===== config.mk =====
export PLATFORM = sky130hd
export DESIGN_NAME = uart_digit_buffer
export DESIGN_NICKNAME = d
export VERILOG_FILES = /design/src/rtl/uart_pkg.sv /design/src/rtl/sync_fifo.sv /design/src/rtl/uart_digit_buffer.sv
export SDC_FILE = /design/constraint.sdc
export NUM_CORES = 1
export LEC_CHECK = 0
export BUFFER_PORTS_ARGS = -buffer_cell sky130_fd_sc_hd__buf_2
export CAP_MARGIN = 20
export CORE_MARGIN = 4
export CORE_UTILIZATION = 35
export CTS_CLUSTER_DIAMETER = 150
export DETAILED_ROUTE_END_ITERATION = 8
export PLACE_DENSITY_LB_ADDON = 0.1
export SLEW_MARGIN = 20
export SYNTH_ARGS = -nofsm -noshare
export SYNTH_HDL_FRONTEND = slang
export SYNTH_SLANG_ARGS = --single-unit

===== constraint.sdc =====
create_clock -name Clk_100M -period 3.14 [get_ports Clk_100M]
set_clock_uncertainty 0.2 [all_clocks]
set_input_delay 0.942 -clock Clk_100M [delete_from_list [all_inputs] [get_ports Clk_100M]]
set_output_delay 0.942 -clock Clk_100M [all_outputs]
set_load 0.02 [all_outputs]

===== src/rtl/uart_pkg.sv =====
// rtl/uart_pkg.sv - ASCII constants, byte classes and transmit FSM states for uart_digit_buffer
package uart_pkg;

  localparam logic [7:0] ASCII_0     = 8'h30;
  localparam logic [7:0] ASCII_9     = 8'h39;
  localparam logic [7:0] ASCII_BS    = 8'h08;
  localparam logic [7:0] ASCII_ESC   = 8'h1B;
  localparam logic [7:0] ASCII_CR    = 8'h0D;
  localparam logic [7:0] ASCII_QMARK = 8'h3F;

  // Cycles the transmit FSM waits for Tx_Busy to rise before giving up.
  localparam int TX_TIMEOUT = 15;

  typedef enum logic [1:0] {
    IDLE,
    WAIT_BUSY,
    WAIT_DONE
  } tx_state_t;

  typedef enum logic [2:0] {
    BYTE_DIGIT,
    BYTE_BS,
    BYTE_ESC,
    BYTE_CR,
    BYTE_OTHER
  } byte_kind_t;

  function automatic byte_kind_t classify(input logic [7:0] b);
    if (b >= ASCII_0 && b <= ASCII_9) return BYTE_DIGIT;
    case (b)
      ASCII_BS:  return BYTE_BS;
      ASCII_ESC: return BYTE_ESC;
      ASCII_CR:  return BYTE_CR;
      default:   return BYTE_OTHER;
    endcase
  endfunction

  // Thermometer code: d lit LEDs for d=0..8, all eight lit for 9.
  function automatic logic [7:0] level_code(input logic [3:0] d);
    logic [8:0] t;
    t = (9'd1 << d) - 9'd1;
    if (d > 4'd8) return 8'hFF;
    return t[7:0];
  endfunction

endpackage


===== src/rtl/sync_fifo.sv =====
// rtl/sync_fifo.sv - single-clock FIFO with combinational head and push-on-full-with-pop support
// Ports:
//   Clk_100M, Reset_n   clock, asynchronous active-low reset (clears pointers and count)
//   Push, Push_Data     write request and data; accepted when not full or when popping
//   Pop, Pop_Data       read request; Pop_Data is the current head
//   Empty, Full         occupancy flags
module sync_fifo #(
  parameter int WIDTH = 8,
  parameter int DEPTH = 4
) (
  input  logic             Clk_100M,
  input  logic             Reset_n,
  input  logic             Push,
  input  logic [WIDTH-1:0] Push_Data,
  input  logic             Pop,
  output logic [WIDTH-1:0] Pop_Data,
  output logic             Empty,
  output logic             Full
);

  localparam int AW = (DEPTH > 1) ? $clog2(DEPTH) : 1;

  logic [WIDTH-1:0] mem [DEPTH];
  logic [AW-1:0]    wr_ptr;
  logic [AW-1:0]    rd_ptr;
  logic [AW:0]      count;
  logic             push_ok;
  logic             pop_ok;

  assign Empty    = (count == '0);
  assign Full     = (count == (AW+1)'(DEPTH));
  // A full FIFO can still take a write when the head leaves in the same cycle.
  assign push_ok  = Push && (!Full || Pop);
  assign pop_ok   = Pop && !Empty;
  assign Pop_Data = mem[rd_ptr];

  // Pointers wrap naturally because DEPTH is a power of two.
  always_ff @(posedge Clk_100M or negedge Reset_n) begin
    if (!Reset_n) begin
      wr_ptr <= '0;
      rd_ptr <= '0;
      count  <= '0;
    end else begin
      if (push_ok) wr_ptr <= wr_ptr + 1'b1;
      if (pop_ok)  rd_ptr <= rd_ptr + 1'b1;
      case ({push_ok, pop_ok})
        2'b10:   count <= count + 1'b1;
        2'b01:   count <= count - 1'b1;
        default: count <= count;
      endcase
    end
  end

  always_ff @(posedge Clk_100M) begin
    if (push_ok) mem[wr_ptr] <= Push_Data;
  end

endmodule


===== src/rtl/uart_digit_buffer.sv =====
// rtl/uart_digit_buffer.sv - BCD digit entry buffer driven by received UART bytes, with optional echo
// Ports:
//   Clk_100M, Reset_n        clock, asynchronous active-low reset
//   Rx_Data, Rx_Valid        received byte and its one-cycle strobe
//   Tx_Busy                  transmitter busy flag
//   Tx_Data, Tx_Start        echo byte and one-cycle transmit request
//   Digits, Digit_Count      live entry buffer (nibble 0 newest) and number of digits entered
//   Value, Commit            last committed buffer and its one-cycle update pulse
//   Level                    thermometer code of the most recent digit
//   Err                      one-cycle pulse on an unrecognised byte
//   Overflow                 sticky flag, an echo byte was dropped
module uart_digit_buffer
  import uart_pkg::*;
#(
  parameter int DIGITS     = 4,
  parameter int ECHO_EN    = 1,
  parameter int ECHO_DEPTH = 4
) (
  input  logic                         Clk_100M,
  input  logic                         Reset_n,
  input  logic [7:0]                   Rx_Data,
  input  logic                         Rx_Valid,
  input  logic                         Tx_Busy,
  output logic [7:0]                   Tx_Data,
  output logic                         Tx_Start,
  output logic [4*DIGITS-1:0]          Digits,
  output logic [$clog2(DIGITS+1)-1:0]  Digit_Count,
  output logic [4*DIGITS-1:0]          Value,
  output logic                         Commit,
  output logic [7:0]                   Level,
  output logic                         Err,
  output logic                         Overflow
);

  localparam int DW = 4 * DIGITS;
  localparam int CW = $clog2(DIGITS + 1);

  byte_kind_t kind;
  logic [3:0] rx_digit;

  assign kind     = classify(Rx_Data);
  // '0'..'9' carry their BCD value in the low nibble.
  assign rx_digit = Rx_Data[3:0];

  always_ff @(posedge Clk_100M or negedge Reset_n) begin
    if (!Reset_n) begin
      Digits      <= '0;
      Digit_Count <= '0;
      Value       <= '0;
      Level       <= '0;
      Commit      <= 1'b0;
      Err         <= 1'b0;
    end else begin
      Commit <= 1'b0;
      Err    <= 1'b0;
      if (Rx_Valid) begin
        case (kind)
          BYTE_DIGIT: begin
            // Shifting the whole vector drops the oldest nibble off the top.
            Digits <= (Digits << 4) | DW'(rx_digit);
            if (Digit_Count != CW'(DIGITS)) Digit_Count <= Digit_Count + 1'b1;
            Level <= level_code(rx_digit);
          end
          BYTE_BS: begin
            if (Digit_Count != '0) begin
              Digits      <= Digits >> 4;
              Digit_Count <= Digit_Count - 1'b1;
            end
          end
          BYTE_ESC: begin
            Digits      <= '0;
            Digit_Count <= '0;
          end
          BYTE_CR: begin
            Value       <= Digits;
            Commit      <= 1'b1;
            Digits      <= '0;
            Digit_Count <= '0;
          end
          default: begin
            Err <= 1'b1;
          end
        endcase
      end
    end
  end

  if (ECHO_EN != 0) begin : g_echo
    logic       push;
    logic       pop;
    logic       empty;
    logic       full;
    logic [7:0] push_data;
    logic [7:0] head;
    tx_state_t  state;
    tx_state_t  state_nx;
    logic [3:0] timer;
    logic [3:0] timer_nx;
    logic       start_nx;

    assign push      = Rx_Valid;
    assign push_data = (kind == BYTE_OTHER) ? ASCII_QMARK : Rx_Data;

    sync_fifo #(
      .WIDTH (8),
      .DEPTH (ECHO_DEPTH)
    ) u_echo_fifo (
      .Clk_100M  (Clk_100M),
      .Reset_n   (Reset_n),
      .Push      (push),
      .Push_Data (push_data),
      .Pop       (pop),
      .Pop_Data  (head),
      .Empty     (empty),
      .Full      (full)
    );

    always_ff @(posedge Clk_100M or negedge Reset_n) begin
      if (!Reset_n) begin
        Overflow <= 1'b0;
      end else if (push && full && !pop) begin
        Overflow <= 1'b1;
      end
    end

    // Tx_Data is only reloaded on a new start, so it stays stable through the transfer.
    always_ff @(posedge Clk_100M or negedge Reset_n) begin
      if (!Reset_n) begin
        state    <= IDLE;
        timer    <= '0;
        Tx_Start <= 1'b0;
        Tx_Data  <= '0;
      end else begin
        state    <= state_nx;
        timer    <= timer_nx;
        Tx_Start <= start_nx;
        if (start_nx) Tx_Data <= head;
      end
    end

    always_comb begin
      state_nx = state;
      timer_nx = timer;
      start_nx = 1'b0;
      pop      = 1'b0;
      case (state)
        IDLE: begin
          if (!empty && !Tx_Busy) begin
            pop      = 1'b1;
            start_nx = 1'b1;
            timer_nx = '0;
            state_nx = WAIT_BUSY;
          end
        end
        WAIT_BUSY: begin
          // The Tx_Start cycle is the first of the TX_TIMEOUT waiting cycles.
          if (Tx_Busy) begin
            state_nx = WAIT_DONE;
          end else if (timer == 4'(TX_TIMEOUT - 1)) begin
            state_nx = IDLE;
          end else begin
            timer_nx = timer + 1'b1;
          end
        end
        WAIT_DONE: begin
          if (!Tx_Busy) state_nx = IDLE;
        end
        default: state_nx = IDLE;
      endcase
    end
  end else begin : g_no_echo
    assign Tx_Start = 1'b0;
    assign Tx_Data  = '0;
    assign Overflow = 1'b0;
  end

endmodule


## Yosys cells after proc, flatten, opt, wreduce, memory -nomap -nowiden

Memory sizes are Yosys's and may differ from the RTL's. A register that Yosys moved wholly into a read port is not among the register bits.
Index checks and enable logic that the tools add are counted.

| word-level totals | value |
|---|---|
| memories | 1 |
| flip-flop bits (word level) | 60 |
| bits in writable memories | 32 |
| output and inout bits | 55 |

| operators by class | value |
|---|---|
| magnitude comparators | 3 |
| equal/unequal tests | 21 |
| $add $sub $neg | 8 |
| mux-type cells | 33 |
| bitwise logic cells | 1 |
| reductions and logical operators | 27 |
| shift-type cells | 1 |

Memories:

| name | words | bits a word | rd ports | clocked after Yosys merged registers in | write ports | RTL line | source |
|---|---|---|---|---|---|---|---|
| g_echo.u_echo_fifo.mem | 4 | 8 | 1 | 1 | 1 | sync_fifo.sv:23 | `logic [WIDTH-1:0] mem [DEPTH];` |

Operators with widths:

| operator | count |
|---|---|
| $pmux W16 S3 | 1 |
| $mux W8 | 3 |
| $pmux W3 S3 | 2 |
| $eq A8 B4 Y1 const B | 2 |
| $mux W16 | 1 |
| $or A16 B4 Y16 | 1 |
| $mux W1 | 12 |
| $mux W3 | 4 |
| $mux W4 | 3 |
| $ne A2 B2 Y1 const B | 6 |
| $eq A8 B5 Y1 const B | 1 |
| $ge A8 B6 Y1 const B | 1 |
| $le A8 B6 Y1 const B | 1 |
| $mux W2 | 4 |
| $pmux W4 S2 | 1 |
| $reduce_and A4 Y1 | 2 |
| $shl A1 B4 Y8 const A | 1 |
| $sub A8 B1 Y8 const B | 1 |
| $add A3 B1 Y3 const B | 2 |
| $eq A3 B2 Y1 const B | 2 |
| $eq A3 B3 Y1 const B | 2 |
| $logic_and A1 B1 Y1 | 6 |
| $logic_not A3 Y1 | 2 |
| $ne A3 B3 Y1 const B | 2 |
| other kinds (19) | 31 |

## Logic depth before layout (Yosys ltp)

Gate-level depths: netlist (run 1).

| logic depth | value |
|---|---|
| word-level depth | 9 |
| gate-level depth with buffers | 10 |

## Cells and area by module

Synthesis (run 1) repeated with hierarchy kept, for this count alone.

| unflattened totals | value |
|---|---|
| cell total of the unflattened synthesis | 354 |
| area total of the unflattened synthesis | 4,481.8 um^2 |

Modules (own cells, without submodules):

| module | area each (um^2) | sequential area each (um^2) | cells an instance | instances |
|---|---|---|---|---|
| uart_digit_buffer | 2,894.0 | 1,526.5 | 274 | 1 |
| sync_fifo | 1,587.8 | 1,136.1 | 80 | 1 |

## Least setup slack after synthesis (run 1)

Ideal clock, no wire load.

| timing | value |
|---|---|
| kind | input to register |
| start | input Rx_Data[5] |
| end | register Digits[0] |
| path slack | -0.269 ns |
| required time | 2.815 ns |
| setup time | 0.125 ns |
| cell stages on the path | 7 |
| arrival | 3.084 ns |
| cell sequence | or4b_4 -> or4_4 -> o41a_4 -> and2_4 -> buf_6 -> buf_6 -> mux2_4 |

| on the way | value |
|---|---|
| cells in the longest elaborated chain, start to end | 8 |
| elaborated cells on any way between the ends | 18 |

RTL lines:

| element | RTL line | source |
|---|---|---|
| from (decl) | uart_digit_buffer.sv:21 | `input logic [7:0] Rx_Data,` |
| $ge A8 B6 Y1 or $le A8 B6 Y1 (tied branches) | uart_pkg.sv:29 | `if (b >= ASCII_0 && b <= ASCII_9) return BYTE_DIGIT;` |
| $logic_and A1 B1 Y1 | uart_pkg.sv:29 |  |
| $mux W1 | uart_pkg.sv:29 |  |
| $mux W3 * | uart_pkg.sv:30 | `case (b)` |
| $eq A3 B2 Y1 | uart_digit_buffer.sv:57 | `case (kind)` |
| $reduce_or A2 Y1 (no source line) | -- |  |
| $reduce_bool A3 Y1 (no source line) | -- |  |
| $reduce_and A3 Y1 (no source line) | -- |  |
| to (signal assigned) | uart_digit_buffer.sv:60 | `Digits <= (Digits << 4) \| DW'(rx_digit);` |
| to (signal assigned) | uart_digit_buffer.sv:66 | `Digits <= Digits >> 4;` |
| to (decl) | uart_digit_buffer.sv:26 | `output logic [4*DIGITS-1:0] Digits,` |

Every way passes the cells marked *; elsewhere a longest branch is shown, timed or not.
A chain may end at the register's enable or synchronous reset.

## Final worst setup path (run 1)

| timing | value |
|---|---|
| start | input Rx_Data[5] |
| end | register Digit_Count[2] |

| on the way | value |
|---|---|
| cells in the longest elaborated chain, start to end | 8 |
| elaborated cells on any way between the ends | 19 |

RTL lines:

| element | RTL line | source |
|---|---|---|
| $ge A8 B6 Y1 or $le A8 B6 Y1 (tied branches) | uart_pkg.sv:29 |  |
| $logic_and A1 B1 Y1 | uart_pkg.sv:29 |  |
| $mux W1 | uart_pkg.sv:29 |  |
| $mux W3 * | uart_pkg.sv:30 |  |
| $eq A3 B2 Y1 | uart_digit_buffer.sv:57 |  |
| $reduce_or A2 Y1 (no source line) | -- |  |
| $reduce_bool A3 Y1 (no source line) | -- |  |
| $reduce_and A4 Y1 (no source line) | -- |  |
| to (signal assigned) | uart_digit_buffer.sv:61 | `if (Digit_Count != CW'(DIGITS)) Digit_Count <= Digit_Count + 1'b1;` |
| to (signal assigned) | uart_digit_buffer.sv:67 | `Digit_Count <= Digit_Count - 1'b1;` |
| to (decl) | uart_digit_buffer.sv:27 | `output logic [$clog2(DIGITS+1)-1:0] Digit_Count,` |

Marked as above.

==> results of run 1 <==
[synth_stat cells (2+ instances only)]
master    count  area share, %
nor2_1       13            1.1
fa_1          2           0.89
nand3_1       5           0.55
a21oi_1      10            1.1
o22ai_1       2           0.28
dfrtp_1      68             38
a22o_1       13            2.5
inv_1        18            1.5
xnor2_1       5           0.97
xor2_1        6            1.2
nor4_1        4           0.55
and2_1        6           0.83
mux2_2       26            6.5
and3_1        3           0.42
mux2_4        6            2.0
edfxtp_1     32             21
buf_6         2           0.50
a31oi_1       9            1.2
o21ai_0      11            1.2
buf_1         4           0.33
ha_1          8            2.2
mux4_2        8            4.0
nand4_1       2           0.28
nor3_1        3           0.33
nand2b_1      4           0.55
mux2i_1       4           0.89
nand2_1      37            3.1
clkbuf_1     11           0.92
[worst max-delay path, stage by stage]
cell and delay, ps:
buf_2 110, or4b_4 540, or4_4 450, fa_2 360, xor2_1 170, o21ai_1 160
a32oi_1 110, a32o_1 260
[cell type report]
cell class | instances | share of cell area (%)
flip-flops and latches | 100 | 47.88
multi-input cells | 219 | 31.03
repair buffers | 99 | 10.85
clock buffers | 12 | 4.635
well taps | 172 | 3.870
inverters | 18 | 1.215
clock inverters | 4 | 0.5176
[logic make-up (layout without fill, tap and decap cells)]
family / count (synthesis) / after routing / share of synthesized area (%)
AO/OA/AOI/OAI: 55 / 55 / 8.572
other: 1 / 8 / 0.08314
AND/OR/NAND/NOR: 91 / 91 / 10.35
buffers and inverters: 36 / 133 / 3.356
flip-flops: 100 / 100 / 59.03
multiplexers: 44 / 44 / 13.37
XOR/XNOR: 11 / 11 / 2.136
adder cells (fa/ha/maj): 10 / 10 / 3.107
[power by group through the flow]
stage / sequential, mW / clock, mW / combinational [mW]
2_1_floorplan: 2.02 / 0 / 0.670
3_3_place_gp: 1.93 / 0 / 1.16
3_5_place_dp: 1.94 / 0 / 1.17
4_1_cts: 1.92 / 1.11 / 1.18
5_1_grt: 1.96 / 1.16 / 1.30
6_report: 1.91 / 1.06 / 1.16
[flip-flops by register name, summed over array words and instances, names as in the netlist]
signal / cells
Tx_Start: 1
g_echo.u_echo_fifo.rd_ptr: 2
Err: 1
Commit: 1
Value: 16
g_echo.state: 2
Level: 8
Tx_Data: 8
Digit_Count: 3
g_echo.u_echo_fifo.count: 3
Overflow: 1
g_echo.u_echo_fifo.mem: 32
g_echo.timer: 4
g_echo.u_echo_fifo.wr_ptr: 2
Digits: 16
[through the flow]
step	total power, mW	instances
after floorplan	2.688	355
after global placement	3.092	608
after detailed placement	3.117	608
after CTS	4.214	624
after global routing	4.425	624
final	4.132	624
[how the worst max path moves through the flow]
stage               cells after the start  slack (ps)        endpoint       start
CTS                                     8          20  Digit_Count[2]  Rx_Data[5]
global route                            8           8  Digit_Count[2]  Rx_Data[5]
detailed placement                      8        -400  Digit_Count[2]  Rx_Data[5]
finish                                  8          70  Digit_Count[2]  Rx_Data[5]
global placement                        8        -310  Digit_Count[2]  Rx_Data[5]
floorplan                               7        -270       Digits[0]  Rx_Data[5]
[metal layers]
layer | track usage [%] | part of all wire (%) | vias up
met5 | 0 | 0 | -
met4 | 4.692 | 1.4 | 0
met3 | 4.289 | 4.2 | 11
met1 | 18.30 | 44 | 1497
li1 | - | - | 1450
met2 | 23.94 | 50 | 60
[what timing repair did]
| item | 4_1_cts | 5_1_grt |
|---|---|---|
| pin swaps | 0 | 3 |
| gates resized for setup | 1 | 0 |
| endpoints found under the setup margin | 1 | 1 |
==> results.sh, run 1 <==
export IMPL_synth_async_sr_flop_share_pct=68.00
export IMPL_postCtsSetupBuffers=0
export IMPL_start_util_pct=35.74
export IMPL_grt_pass1_wl_mm=16.55
export IMPL_critPathMaxFanout=3
export IMPL_cts_root_buffer_cell="clkbuf_16"
export IMPL_slew_viol_final=0
export IMPL_worst_ep_arrival_time_ps=3100
export IMPL_die_height_um=121.5
export IMPL_yosysSeqAreaShare_pct=59.03
export IMPL_fill_cells=1232
export IMPL_synthesis_yosys_warnings=0
export IMPL_numCtsBuffers=9
export IMPL_worst_setup_hold_path_clk_slew_ps=70
export IMPL_power_sequential_fraction_pct=46.2
export IMPL_layout_common_cells="dfrtp_1 (68), buf_2 (66), nand2_1 (37)"
export IMPL_placed_cell_area_um2=5271
export IMPL_synth_cell_area_um2=4511
export IMPL_antenna_violations_before_repair=0
export IMPL_post_route_cell_area_um2=5560
export IMPL_cts_max_level=3
export IMPL_crit_required_ps=3170
export IMPL_dp_hpwl_mm=6.898
export IMPL_endpoint_kind="flip-flop"
export IMPL_num_vias=3018
export IMPL_clk_insertion_delay_late_ps=340
export IMPL_synth_cells=348
export IMPL_antenna_cells_inserted=0
export IMPL_layout_drive_gt1_share_pct=35.40
export IMPL_pwr_share_clk_pct=25.7
export IMPL_unrepaired_setup_endpoints_after_global_routing="false"
export IMPL_die_w_um=121.5
export IMPL_drtIter0Drc=177
export IMPL_worst_hold_path_type="flip-flop to flip-flop"
export IMPL_detail_route_first_pass_iterations=4
export IMPL_area_growth_syn_to_layout_pct=23.27
export IMPL_synth_distinct_cells=54
export IMPL_finalCoreUtilization_pct=44.06
export IMPL_standard_cell_row_count=41
export IMPL_outcome="complete, no violations"
export IMPL_p_leak_nw=2.568
export IMPL_max_slew_margin_rel_pct=57.60
export IMPL_globalRouteTotalUtil_pct=14.48
export IMPL_whs_ps=266.3
export IMPL_min_delay_worst_endpoint="Tx_Data[7]"
export IMPL_comb_power_share_pct=28.1
export IMPL_syn_area_per_cell_um2=12.96
export IMPL_final_setup_viol_count=0
export IMPL_grt_max_degree=33
export IMPL_hp_start="Tx_Data[7]"
export IMPL_powerDensity_nw_per_um2=743.1
export IMPL_max_freq_mhz=325.9
export IMPL_design_portCount=67
export IMPL_avgViaCountPerCell=4.837
export IMPL_tritoncts="yes"
export IMPL_timing_final_ws_setup_ps=71.98
export IMPL_vdd_drop_max_uv=343.3
export IMPL_drv_cap=0
export IMPL_grt_pass1_vias=3143
export IMPL_cts_path_max_buffers=2
export IMPL_route_detailed_drc=0
export IMPL_synthFlopType="dfrtp_1"
export IMPL_nets=469
export IMPL_hold_viol=0
export IMPL_tightestPinTransition_ps=636.1
export IMPL_min_path_cells=2
export IMPL_setup_tns_ps=0
export IMPL_synth_enable_flop_cells=32
export IMPL_switching_share_pct=32.71
export IMPL_p_sw_mw=1.352
export IMPL_cts_sinks=100
export IMPL_grt_overflow_total=0
export IMPL_totalWireLength_mm=9.856
export IMPL_dieArea_um2=14770
export IMPL_rr_worst_depth=8
export IMPL_finalWorstPathRequiredPeriod_ps=3068
export IMPL_numPortBuffers=66
export IMPL_sequential_cell_area_um2=2663
export IMPL_synth_seq_cells=100
export IMPL_final_period_utilization_pct=97.71
export IMPL_cell_internal_pwr_mw=2.781
export IMPL_end_of_the_worst_register_to_register_path="g_echo.u_echo_fifo.count[2]"
export IMPL_regToRegSetupSlack_ps=580
export IMPL_timing_setup_critical_path_class="input pin to flip-flop"
export IMPL_post_cts_hold_buffer_count=0
export IMPL_layout_commonest_cell="dfrtp_1"
export IMPL_pre_cts_slack_ps=-400.0
export IMPL_design_core_area_um2=12620
export IMPL_multi_input_combinational_cell_area_um2=1725
export IMPL_reg2reg_from="g_echo.state[1]"
export IMPL_drtAntennaViolNets=0
export IMPL_worst_setup_path_start_kind="input pin"
export IMPL_routability_congestion=0.8025
export IMPL_post_drt_wl_per_cell_um=15.79
Power figures use the tool's default switching activity.
==> inputs of run 2 (changes only) <==
Settings changed: PLACE_DENSITY set to 0.56, PLACE_DENSITY_LB_ADDON 0.1 to not set.
==> run 2 against run 1 <==
Compared with the run above: first-iteration DRC count shrank 11%; sequential power is essentially flat; die area is the same; utilization grew 0.64 points; total power grew 0.79%; setup slack gained 10 ps; via count grew 0.86%; critical path depth is the same; hold slack is essentially flat.
==> results.sh, run 2 (synthesis gave the netlist of run 1 again) <==
export IMPL_outcome="complete, no violations"
export IMPL_registers_top_by_ff_count="g_echo.u_echo_fifo.mem"
export IMPL_standard_cell_row_count=41
export IMPL_finalCoreUtilization_pct=44.71
export IMPL_rr_worst_depth=8
export IMPL_avgViaCountPerCell=4.839
export IMPL_p_leak_nw=2.604
export IMPL_totalWireLength_mm=9.672
export IMPL_clk_insertion_delay_late_ps=340
export IMPL_regToRegSetupSlack_ps=580
export IMPL_worst_setup_hold_path_clk_slew_ps=70
export IMPL_layout_top_registers="g_echo.u_echo_fifo.mem x32, Digits x16, Value x16"
export IMPL_fin_total_pwr_mw=4.165
export IMPL_comb_power_share_pct=28.9
export IMPL_post_cts_hold_buffer_count=0
export IMPL_design_portCount=67
export IMPL_pre_cts_slack_ps=-341.5
export IMPL_worst_setup_path_start_kind="input pin"
export IMPL_nets=474
export IMPL_routability_congestion=0.8210
export IMPL_worst_hold_path_type="flip-flop to flip-flop"
export IMPL_crit_required_ps=3170
export IMPL_max_freq_mhz=327.0
export IMPL_cts_sinks=100
export IMPL_timing_setup_critical_path_class="input pin to flip-flop"
export IMPL_layout_common_cells="dfrtp_1 (68), buf_2 (66), nand2_1 (37)"
export IMPL_cell_internal_pwr_mw=2.812
export IMPL_postCtsSetupBuffers=0
export IMPL_die_height_um=121.5
export IMPL_min_path_cells=2
export IMPL_dp_cells=613
export IMPL_reg2reg_from="g_echo.state[1]"
export IMPL_wl_met1_mm=4.327
export IMPL_timing_final_ws_setup_ps=82.04
export IMPL_numCtsBuffers=9
export IMPL_tritoncts="yes"
export IMPL_final_setup_viol_count=0
export IMPL_min_delay_worst_endpoint="Tx_Data[7]"
export IMPL_start_util_pct=35.74
export IMPL_worst_ep_arrival_time_ps=3090
export IMPL_antenna_violations_before_repair=0
export IMPL_post_cts_resized=0
export IMPL_area_growth_syn_to_layout_pct=25.08
export IMPL_antenna_cells_inserted=0
export IMPL_p_sw_mw=1.353
export IMPL_worst_path_max_delay_cell="or4b_4"
export IMPL_max_slew_margin_rel_pct=61.21
export IMPL_globalRouteTotalUtil_pct=14.09
export IMPL_grt_overflow_total=0
export IMPL_die_w_um=121.5
export IMPL_dp_hpwl_mm=6.935
export IMPL_switching_share_pct=32.48
export IMPL_instances_no_fill=629
export IMPL_topRoutingLayerUsed="met4"
export IMPL_endpoint_kind="flip-flop"
export IMPL_largest_register_ffs=32
export IMPL_grt_max_degree=55
export IMPL_powerDensity_nw_per_um2=738.2
export IMPL_cts_root_buffer_cell="clkbuf_16"
export IMPL_num_vias=3044
export IMPL_met2_length_mm=4.887
export IMPL_slew_viol_final=0
export IMPL_numPortBuffers=66
export IMPL_end_of_the_worst_register_to_register_path="g_echo.u_echo_fifo.count[2]"
export IMPL_grt_pass1_wl_mm=16.30
export IMPL_pwr_share_clk_pct=25.1
export IMPL_finalWorstPathRequiredPeriod_ps=3058
export IMPL_worst_path_largest_cell_delay_ps=530
export IMPL_layout_drive_gt1_share_pct=35.89
export IMPL_cp_cell_sequence="buf_2 > or4b_4 > or4_4 > fa_2 > xor2_1 > o21ai_1 > a32oi_1 > a32o_1"
export IMPL_final_period_utilization_pct=97.39
export IMPL_unrepaired_setup_endpoints_after_global_routing="false"
export IMPL_tightestPinTransition_ps=581.9
export IMPL_post_drt_wl_per_cell_um=15.38
export IMPL_cts_max_level=3
export IMPL_hold_viol=0
export IMPL_drv_cap=0
export IMPL_cts_path_max_buffers=2
export IMPL_critPathMaxFanout=3
export IMPL_detail_route_first_pass_iterations=4
export IMPL_vdd_drop_max_uv=300.1
export IMPL_drtIter0Drc=157
export IMPL_met3RoutedLength_um=323
export IMPL_grt_pass1_vias=3187
export IMPL_design_core_area_um2=12620
export IMPL_power_sequential_fraction_pct=46.0
export IMPL_drtAntennaViolNets=0
export IMPL_layout_commonest_cell="dfrtp_1"
export IMPL_route_detailed_drc=0
export IMPL_hp_start="Tx_Data[7]"
export IMPL_dieArea_um2=14770
## run 2: cell count changes in the layout (fill, tap and decap cells not counted), sizes merged
cell    delta
buf        +5
clkbuf     +1
inv        -1
## run 2: how the worst max path moves through the flow
stage               slack (ps)              to        from  cells after the start
detailed placement        -340  Digit_Count[2]  Rx_Data[5]                      8
floorplan                 -270       Digits[0]  Rx_Data[5]                      7
global placement          -320  Digit_Count[2]  Rx_Data[5]                      8
global route                10  Digit_Count[2]  Rx_Data[5]                      8
finish                      80  Digit_Count[2]  Rx_Data[5]                      8
CTS                          8  Digit_Count[2]  Rx_Data[5]                      8
## run 2: layer usage
layer,vias to the layer above,GRT usage [%]
met1,1518,18.09
met5,-,0
met4,0,4.062
met2,48,23.66
li1,1464,-
met3,14,3.590
## run 2: final cells by class
class / count / area [um2]
clock buffer: 13 / 261.5
clock inverter: 3 / 18.77
fill: 1226 / 6978
inverter: 18 / 67.56
multi-input combinational: 219 / 1725
sequential: 100 / 2663
tap: 172 / 215.2
timing repair buffer: 104 / 690.7
## run 2: worst max-delay path: cells and delay by family
family	cells	cell delay, ps
and+or+nand+nor	2	980
AOI/OAI and AO/OA	3	530
adders and majority gates	1	350
buffers and inverters	1	110
xor gates and xnor gates	1	170
## run 2: power groups by stage
stage                     clock network (mW)  logic (mW)  registers (mW)
after floorplan                            0       0.670            2.02
after global placement                     0        1.19            1.94
after detailed placement                   0        1.22            1.94
after CTS                               1.08        1.23            1.92
after global routing                    1.16        1.34            1.96
final                                   1.05        1.21            1.91
## run 2: stage by stage
stage / hold WS, ps / cell area, um2 / setup TNS (ps)
floorplan: 297.1 / 4546 / -3597
global placement: 251.8 / 5359 / -6274
detailed placement: 258.2 / 5359 / -6720
CTS: 273.9 / 5639 / 0
global route: 296.5 / 5642 / 0
finish: 266.0 / 5642 / 0
==> inputs of run 3 (changes only) <==
Settings changed: ABC_AREA set to 1, GPL_TIMING_DRIVEN set to 1.
==> run 3 against run 2 <==
Compared with the run above: critical endpoint is now Digit_Count[1]; die area increased by 2.4%; synthesized cell count increased by 35%; utilization decreased by 1.9 points; sequential power decreased by 4%; design area decreased by 3.2%; largest cell class unchanged; fmax increased by 21%.
==> results.sh, run 3 <==
export IMPL_numCtsBuffers=9
export IMPL_grt_overflow_total=0
export IMPL_yosysSeqAreaShare_pct=57.54
export IMPL_powerDensity_nw_per_um2=753.3
export IMPL_layout_top_registers="g_echo.u_echo_fifo.mem x32, Digits x16, Value x16"
export IMPL_final_period_utilization_pct=80.68
export IMPL_route_detailed_drc=0
export IMPL_hold_viol=0
export IMPL_synthFlopType="dfrtp_1"
export IMPL_critPathMaxFanout=5
export IMPL_regToRegSetupSlack_ps=830
export IMPL_unrepaired_setup_endpoints_after_global_routing="false"
export IMPL_worst_setup_path_start_kind="input pin"
export IMPL_finalCoreUtilization_pct=42.76
export IMPL_synth_top_family_by_area="simple AND/OR/NAND/NOR gates"
export IMPL_placed_cell_area_um2=5169
export IMPL_end_of_the_worst_register_to_register_path="g_echo.u_echo_fifo.count[2]"
export IMPL_tritoncts="yes"
export IMPL_avgViaCountPerCell=4.644
export IMPL_num_vias=3362
export IMPL_timing_final_ws_setup_ps=606.8
export IMPL_cp_cell_sequence="buf_2 > inv_1 > nand2_1 > nor2_4 > nand2_4 > nand2_2 > inv_1 > nand2_1 > fa_1 > or2_2 > o21ai_0"
export IMPL_worst_setup_hold_path_clk_slew_ps=70
export IMPL_netlist_area_leader_share_pct=36.78
export IMPL_postCtsSetupBuffers=0
export IMPL_tightestPinTransition_ps=550.8
export IMPL_timing_setup_critical_path_class="input pin to flip-flop"
export IMPL_synth_enable_flop_cells=32
export IMPL_worst_ep_arrival_time_ps=2610
export IMPL_drtIter0Drc=220
export IMPL_cts_sinks=100
export IMPL_post_route_cell_area_um2=5461
export IMPL_crit_required_ps=3210
export IMPL_clk_insertion_delay_late_ps=350
export IMPL_synth_cell_area_um2=4627
export IMPL_reg2reg_from="g_echo.u_echo_fifo.count[0]"
export IMPL_routability_congestion=0.7908
export IMPL_syn_area_per_cell_um2=9.845
export IMPL_start_util_pct=36.22
export IMPL_xor_xnor_share_of_the_synthesized_area_pct=1.325
export IMPL_worst_path_max_delay_cell="fa_1"
export IMPL_nets=569
export IMPL_netlist_top_cells_count="nand2_1 (132), dfrtp_1 (68), nor2_1 (39)"
export IMPL_layout_common_cells="nand2_1 (132), dfrtp_1 (68), buf_2 (66)"
export IMPL_globalRouteTotalUtil_pct=14.17
export IMPL_die_w_um=123.0
export IMPL_min_path_cells=1
export IMPL_setup_tns_ps=0
export IMPL_synthesis_yosys_warnings=0
export IMPL_standard_cell_row_count=41
export IMPL_min_delay_worst_endpoint="g_echo.u_echo_fifo.count[0]"
export IMPL_vdd_drop_max_uv=327.8
export IMPL_synth_async_sr_flop_share_pct=68.00
export IMPL_yosys_area_top_type="dfrtp_1"
export IMPL_die_height_um=123.0
export IMPL_slew_viol_final=0
export IMPL_grt_max_degree=49
export IMPL_cts_root_buffer_cell="clkbuf_16"
export IMPL_outcome="complete, no violations"
export IMPL_rr_worst_depth=11
export IMPL_pre_cts_slack_ps=249.3
export IMPL_dieArea_um2=15120
export IMPL_hp_start="g_echo.u_echo_fifo.count[0]"
export IMPL_layout_commonest_cell="nand2_1"
export IMPL_final_setup_viol_count=0
export IMPL_max_slew_margin_rel_pct=63.28
export IMPL_synth_adder_area_share_pct=3.029
export IMPL_fill_cells=1262
export IMPL_antenna_cells_inserted=0
export IMPL_synthSimpleGateAreaFrac_pct=22.90
export IMPL_area_growth_syn_to_layout_pct=18.04
export IMPL_numPortBuffers=66
export IMPL_post_cts_hold_buffer_count=0
export IMPL_totalWireLength_mm=9.630
export IMPL_antenna_violations_before_repair=0
export IMPL_whs_ps=274.6
export IMPL_synth_seq_cells=100
export IMPL_critPathTopFamily="simple AND/OR/NAND/NOR gates"
export IMPL_synth_cells=470
export IMPL_layout_drive_gt1_share_pct=23.73
export IMPL_synth_distinct_cells=39
export IMPL_design_portCount=67
export IMPL_synth_area_leaders="dfrtp_1 (37%), edfxtp_1 (21%), nand2_1 (11%)"
export IMPL_detail_route_first_pass_iterations=4
export IMPL_endpoint_kind="flip-flop"
export IMPL_registers_top_by_ff_count="g_echo.u_echo_fifo.mem"
export IMPL_grt_pass1_vias=3413
export IMPL_origin_of_the_worst_setup_path="Rx_Data[7]"
export IMPL_synth_most_common_cell="nand2_1"
export IMPL_largest_register_ffs=32
export IMPL_drv_cap=0
export IMPL_post_cts_resized=0
export IMPL_cts_path_max_buffers=2
export IMPL_grt_pass1_wl_mm=16.66
export IMPL_finalWorstPathRequiredPeriod_ps=2533
export IMPL_cts_max_level=3
export IMPL_post_drt_wl_per_cell_um=13.30
export IMPL_timing_critical_path_buf_inv=3
export IMPL_dp_hpwl_mm=6.714
export IMPL_drtAntennaViolNets=0
export IMPL_yosys_mux_area_fraction_pct=3.407
export IMPL_max_freq_mhz=394.8
export IMPL_worst_hold_path_type="flip-flop to flip-flop"
export IMPL_synth_compound_gate_area_share_pct=6.111
export IMPL_worst_path_largest_cell_delay_ps=400
export IMPL_design_core_area_um2=12770
export IMPL_p_leak_nw=2.707
[run 3: cell type report]
class / instances / area (um2) / share of cell area, %
flip-flops and latches: 100 / 2663 / 48.75
multi-input cells: 322 / 1732 / 31.71
repair buffers: 75 / 410.4 / 7.514
clock buffers: 9 / 225.2 / 4.124
well taps: 172 / 215.2 / 3.940
inverters: 39 / 148.9 / 2.726
clock inverters: 7 / 67.56 / 1.237
[run 3: how the worst max path moves through the flow]
| stage | cells after the start | endpoint |
|---|---|---|
| after floorplan | 10 | g_echo.u_echo_fifo.count[2] |
| after global placement | 11 | Digit_Count[1] |
| after detailed placement | 11 | Digit_Count[1] |
| after CTS | 11 | Digit_Count[1] |
| after global routing | 11 | Digit_Count[1] |
| final | 11 | Digit_Count[1] |
[run 3: kinds of logic after synthesis]
group | count (synthesis)
buf+inv | 55
other cells | 1
simple gates | 233
flops | 100
mux | 14
xor+xnor | 7
compound gates | 50
fa+ha+maj | 10
[run 3: metal layers]
metal | global-route usage [%] | share of wire (%) | vias to the layer above
met5 | 0 | 0 | -
met4 | 4.844 | 1.3 | 0
met3 | 4.529 | 5.0 | 15
met2 | 23.44 | 47 | 75
met1 | 17.58 | 47 | 1604
li1 | - | - | 1668
[run 3: stage by stage]
stage / instances / total power [mW]
finish: 724 / 4.114
global route: 724 / 4.433
CTS: 724 / 4.185
detailed placement: 708 / 3.070
global placement: 708 / 3.037
floorplan: 477 / 2.652
[run 3: power by group]
group | leakage, nW | total (mW) | switching (mW) | internal, mW
Clock | 0.140 | 1.10 | 0.483 | 0.613
Sequential | 1.14 | 1.84 | 0.206 | 1.63
Combinational | 1.43 | 1.18 | 0.756 | 0.426
Total | 2.71 | 4.11 | 1.44 | 2.67
